[config.mk]
export PLATFORM = sky130hd
export DESIGN_NAME = regfile_nr2w_scrub
export DESIGN_NICKNAME = d
export VERILOG_FILES = /design/src/rtl/regfile_nr2w_scrub.sv
export SDC_FILE = /design/constraint.sdc
export NUM_CORES = 1
export LEC_CHECK = 0
export CAP_MARGIN = 20
export CORE_ASPECT_RATIO = 0.8
export CORE_MARGIN = 4
export CORE_UTILIZATION = 30
export DETAILED_ROUTE_END_ITERATION = 8
export SLEW_MARGIN = 30
export SYNTH_ARGS = -nofsm -noshare
export SYNTH_HDL_FRONTEND = slang
export SYNTH_SLANG_ARGS = --single-unit
export TNS_END_PERCENT = 5
[constraint.sdc]
create_clock -name clk -period 3.1 [get_ports clk]
set_input_delay 0.62 -clock clk [delete_from_list [all_inputs] [get_ports clk]]
set_output_delay 0.62 -clock clk [all_outputs]
set_load 0.01 [all_outputs]
[src/rtl/regfile_nr2w_scrub.sv]
// Multi-read, dual-write register file with write-to-read bypass
// and a one-entry-per-cycle scrub engine that zeroes the array.
module regfile_nr2w_scrub #(
  parameter int BIT_WIDTH  = 16,
  parameter int ADDR_WIDTH = 3,
  parameter int NUM_RD     = 4,
  parameter int BYPASS     = 1
) (
  input  logic                         clk,
  input  logic                         rst,
  input  logic                         gwe,
  input  logic [NUM_RD*ADDR_WIDTH-1:0] rsel,
  output logic [NUM_RD*BIT_WIDTH-1:0]  rdata,
  input  logic [ADDR_WIDTH-1:0]        w1sel,
  input  logic [BIT_WIDTH-1:0]         w1data,
  input  logic                         w1e,
  input  logic [ADDR_WIDTH-1:0]        w2sel,
  input  logic [BIT_WIDTH-1:0]         w2data,
  input  logic                         w2e,
  input  logic                         clr,
  output logic                         busy,
  output logic [ADDR_WIDTH-1:0]        scrub_ptr
);

  localparam int RAM_SIZE = 2 ** ADDR_WIDTH;

  localparam logic [0:0] SCRUB = 1'b0;
  localparam logic [0:0] READY = 1'b1;

  localparam logic [ADDR_WIDTH-1:0] LAST = {ADDR_WIDTH{1'b1}};

  logic [0:0]            state_q, state_d;
  logic [ADDR_WIDTH-1:0] ptr_q, ptr_d;
  logic [BIT_WIDTH-1:0]  mem_q [RAM_SIZE];

  logic busy_w;
  logic wr_act;

  assign busy_w    = (state_q == SCRUB);
  assign busy      = busy_w;
  assign scrub_ptr = ptr_q;
  assign wr_act    = ~busy_w & gwe & ~clr;

  always_comb begin
    state_d = state_q;
    ptr_d   = ptr_q;
    if (gwe) begin
      unique case (state_q)
        SCRUB: begin
          if (ptr_q == LAST) begin
            state_d = READY;
            ptr_d   = '0;
          end else begin
            ptr_d = ptr_q + 1'b1;
          end
        end
        READY: begin
          if (clr) begin
            state_d = SCRUB;
            ptr_d   = '0;
          end
        end
        default: begin
          state_d = SCRUB;
          ptr_d   = '0;
        end
      endcase
    end
  end

  always_ff @(posedge clk or posedge rst) begin
    if (rst) begin
      state_q <= SCRUB;
      ptr_q   <= '0;
    end else begin
      state_q <= state_d;
      ptr_q   <= ptr_d;
    end
  end

  // Array is deliberately outside reset; w2 is written last so it wins.
  always_ff @(posedge clk) begin
    if (!rst && gwe) begin
      if (busy_w) begin
        mem_q[ptr_q] <= '0;
      end else if (!clr) begin
        if (w1e) mem_q[w1sel] <= w1data;
        if (w2e) mem_q[w2sel] <= w2data;
      end
    end
  end

  for (genvar k = 0; k < NUM_RD; k++) begin : g_rd
    logic [ADDR_WIDTH-1:0] addr;
    logic [BIT_WIDTH-1:0]  val;

    assign addr = rsel[k*ADDR_WIDTH +: ADDR_WIDTH];

    always_comb begin
      val = mem_q[addr];
      if (BYPASS != 0 && wr_act) begin
        if (w2e && w2sel == addr) begin
          val = w2data;
        end else if (w1e && w1sel == addr) begin
          val = w1data;
        end
      end
      if (busy_w) val = '0;
    end

    assign rdata[k*BIT_WIDTH +: BIT_WIDTH] = val;
  end

endmodule

==> metrics.yaml <==
n_fill_cell: 3828
wl_um: 47400
final_cell_area_mm2: 0.0164
relSlewSlack_pct: 48.5
hpwl_um: 35100
whs_ns: 0.578
gp_congestion: 0.939
clock-sinks: 132
start_kind: "input port"
crit_required_ns: 2.48
max_stage_delay_ns: 0.42
io_pins: 124
grt_usage_pct: 20.6
place_inst: 1812
setup_ws_ns: -0.0148
final_nets: 1353
cap_violations: 0
hold_class: "input port to async pin"
setup_violations: 3
antenna_left: 0
cts_buffers: 17
multiInputGateArea_mm2: 0.00804
via_per_inst: 6.04
slew_violations: 0
clkTransAtPathRegs_ns: 0.06
tightest_slew_ns: 0.773
grt-ovfl-total: 0
fin_worst_skew_ns: 0.00663
synthDistinctLibCells: 40
fp.coreArea_mm2: 0.0406
status: "finished, violations left"
path_class: "input port to output port"
fp.dieH_um: 189
cp_max_fo: 13
fin_cells: 1852
holdBufCountCts: 0
layout-drive-gt1-share_pct: 38.1
max_freq_ghz: 0.321
cts_tree: "built"
numPortBuffers: 123
ir_drop_mv: 0.403
die_area_mm2: 0.0445
placed_area_mm2: 0.0154
grt_most_used_layer: "met2"
cp_cell_sequence: "clkdlybuf4s50_1, buf_4, xnor2_1, nand4_2, buf_12, mux2i_1, o32ai_1, clkdlybuf4s15_2"
violations: "negative setup slack"
ff_latch_area_mm2: 0.00394
synthCells: 1111
grt_pass1_wl_um: 70400
area_growth_pct: 33.1
grt_max_degree: 62
diodes: 0
grt_pass1_vias: 11000
post-route-period-util_pct: 100
crit_buf_inv: 4
drt-pass1-iter-count: 6
critPathArrivalTime_ns: 2.49
leakagePower_uw: 0.00617
powerDensity_mw_per_mm2: 466
synth_seq_cells: 132
fin_util_pct: 40.4
routedWlPerCell_um: 25.6
ys_seq_area_share_pct: 32.0
grt_use_met2_pct: 33.2
clk_latency_ns: 0.43
rsz0062_at_grt: "true"
drc: 0
cts-root-buf: "clkbuf_16"
met1_usage_pct: 28.6
min_period_ns: 3.11
dr.first_iter.drc_count: 1463
clockBufferDepth: 2
syn_nets: 1169
syn_avg_cell_area_um2: 11.1
die_w_um: 235
critPathTopFamily: "buffers and inverters"
cp_slowest_cell: "clkdlybuf4s50_1"
setup_tns_ns: -0.0232
ys_warn_count: 0
netlist_area_mm2: 0.0123
vias: 11200
start_util_pct: 30.4
num_rows: 66
grt_use_met3_pct: 3.23
antenna_found_initial: 0
hold_viol: 0
cp-end-kind: "output port"
h-tree-depth: 4
[cell type report]
cell class / instances / share of cell area (%)
Multi-Input combinational cell: 808 / 48.9
Inverter: 20 / 0.457
Clock inverter: 14 / 1.26
Timing Repair Buffer: 316 / 18.6
Clock buffer: 18 / 2.61
Tap cell: 544 / 4.14
Sequential cell: 132 / 24.0
[kinds of logic (layout without fill, tap and decap cells)]
logic type,after synthesis,after routing,share of synthesized area [%]
AOI/OAI and AO/OA,205,205,11.4
buffers and inverters,171,368,6.83
and+or+nand+nor,305,305,12.1
xor gates and xnor gates,24,24,2.43
adders and majority gates,2,2,0.203
muxes,272,272,35.0
DFF,132,132,32.0
[through the flow]
stage / worst slack, ns / total power (µW)
global route: -0.109 / 7910
finish: -0.0148 / 7660
floorplan: 0.0540 / 3820
global placement: -0.467 / 5360
detailed placement: -0.445 / 5400
CTS: -0.0287 / 7570
[where the power goes]
part / switching (µW) / leakage, µW / internal, µW
clock: 793 / 0.000313 / 1420
sequential: 130 / 0.00121 / 2100
combinational: 1700 / 0.00465 / 1510
total: 2630 / 0.00617 / 5030
[Yosys cell counts]
library cell  count  share of area, %
nand4_2           4              0.41
o21ai_2           1             0.071
and3_1            2              0.10
buf_6             7              0.64
xor2_2           12               1.6
mux2i_1         144                12
nand2_4           1             0.091
nor2b_1           4              0.20
buf_2            41               1.7
buf_4            26               1.6
o21ai_0         114               4.6
o32ai_1          64               4.5
xnor2_1          12              0.85
nor3_1           65               2.6
mux4_2          128                23
a21oi_1           4              0.16
edfxtp_1        128                31
nor2_1            1             0.030
nor4_1           64               3.2
nand2_1         148               4.5
clkbuf_1         77               2.3
a22o_1            2              0.14
and4bb_1          1              0.10
and2b_2           1             0.071
a31oi_1           5              0.25
o21bai_1          7              0.43
and4_1            4              0.28
o41ai_4           4              0.89
o32a_1            1             0.081
nand3_1           5              0.20
inv_1            20              0.61
dfrtp_1           4              0.81
a32oi_1           1             0.071
o31ai_1           1             0.061
and2_2            1             0.061
nand3b_1          1             0.061
nand2b_1          2              0.10
a211oi_1          1             0.061
ha_1              2              0.20
nand4_1           1             0.051
[worst min-delay path: cells and delay by family]
kind | cells | cell delay (ns)
buffers and inverters | 3 | 0.74
[routing by layer]
layer	wire [µm]	part of all wire, %	vias up
met5	0	0	-
met4	1320	2.8	0
met3	4790	10	112
met2	22000	46	765
met1	19300	41	5507
li1	-	-	4802
[registers in the layout (all words and copies together) (netlist names)]
signal / flops
mem_q: 128
scrub_ptr: 3
state_q: 1
[worst paths after layout]
| path | from | to | slack [ns] | cells after the start |
|---|---|---|---|---|
| max | w2sel[0] | rdata[9] | -0.01 | 8 |
| min | rst | scrub_ptr[0] | 0.58 | 3 |
| max reg2reg | state_q | mem_q[3][12] | 0.63 | 6 |
| min reg2reg | scrub_ptr[0] | scrub_ptr[0] | 0.61 | 1 |
| max in group asynchronous | rst | state_q | 2.36 | 3 |
| min in group clk | scrub_ptr[0] | scrub_ptr[0] | 0.61 | 1 |
[placed cells by master, fill, tap and decap left out, types with 5 or more instances in the layout]
cell             count
xor2_4               6
nand2_1            148
o32ai_2             15
nor4_2              26
buf_4              142
buf_6                5
mux2i_1            141
buf_12              44
edfxtp_1           128
bufinv_16            5
a31oi_1              5
o21bai_2             7
o21ai_0            113
dlygate4sd2_1       10
clkbuf_16           17
clkbuf_2             8
clkdlybuf4s50_1     44
xor2_2               6
mux4_2             128
nor4_1              36
xnor2_1              6
xnor2_2              6
buf_2               41
clkdlybuf4s15_2     12
inv_1               20
nor3_1              63
nand3_1              5
o32ai_1             49
[timing repair]
action	CTS	global route
pin swaps	10	4
setup endpoints to repair	64	53
setup buffers	6	0
resized for setup	243	74
cloned	2	0
No activity file was read; power rests on OpenSTA's default activity.
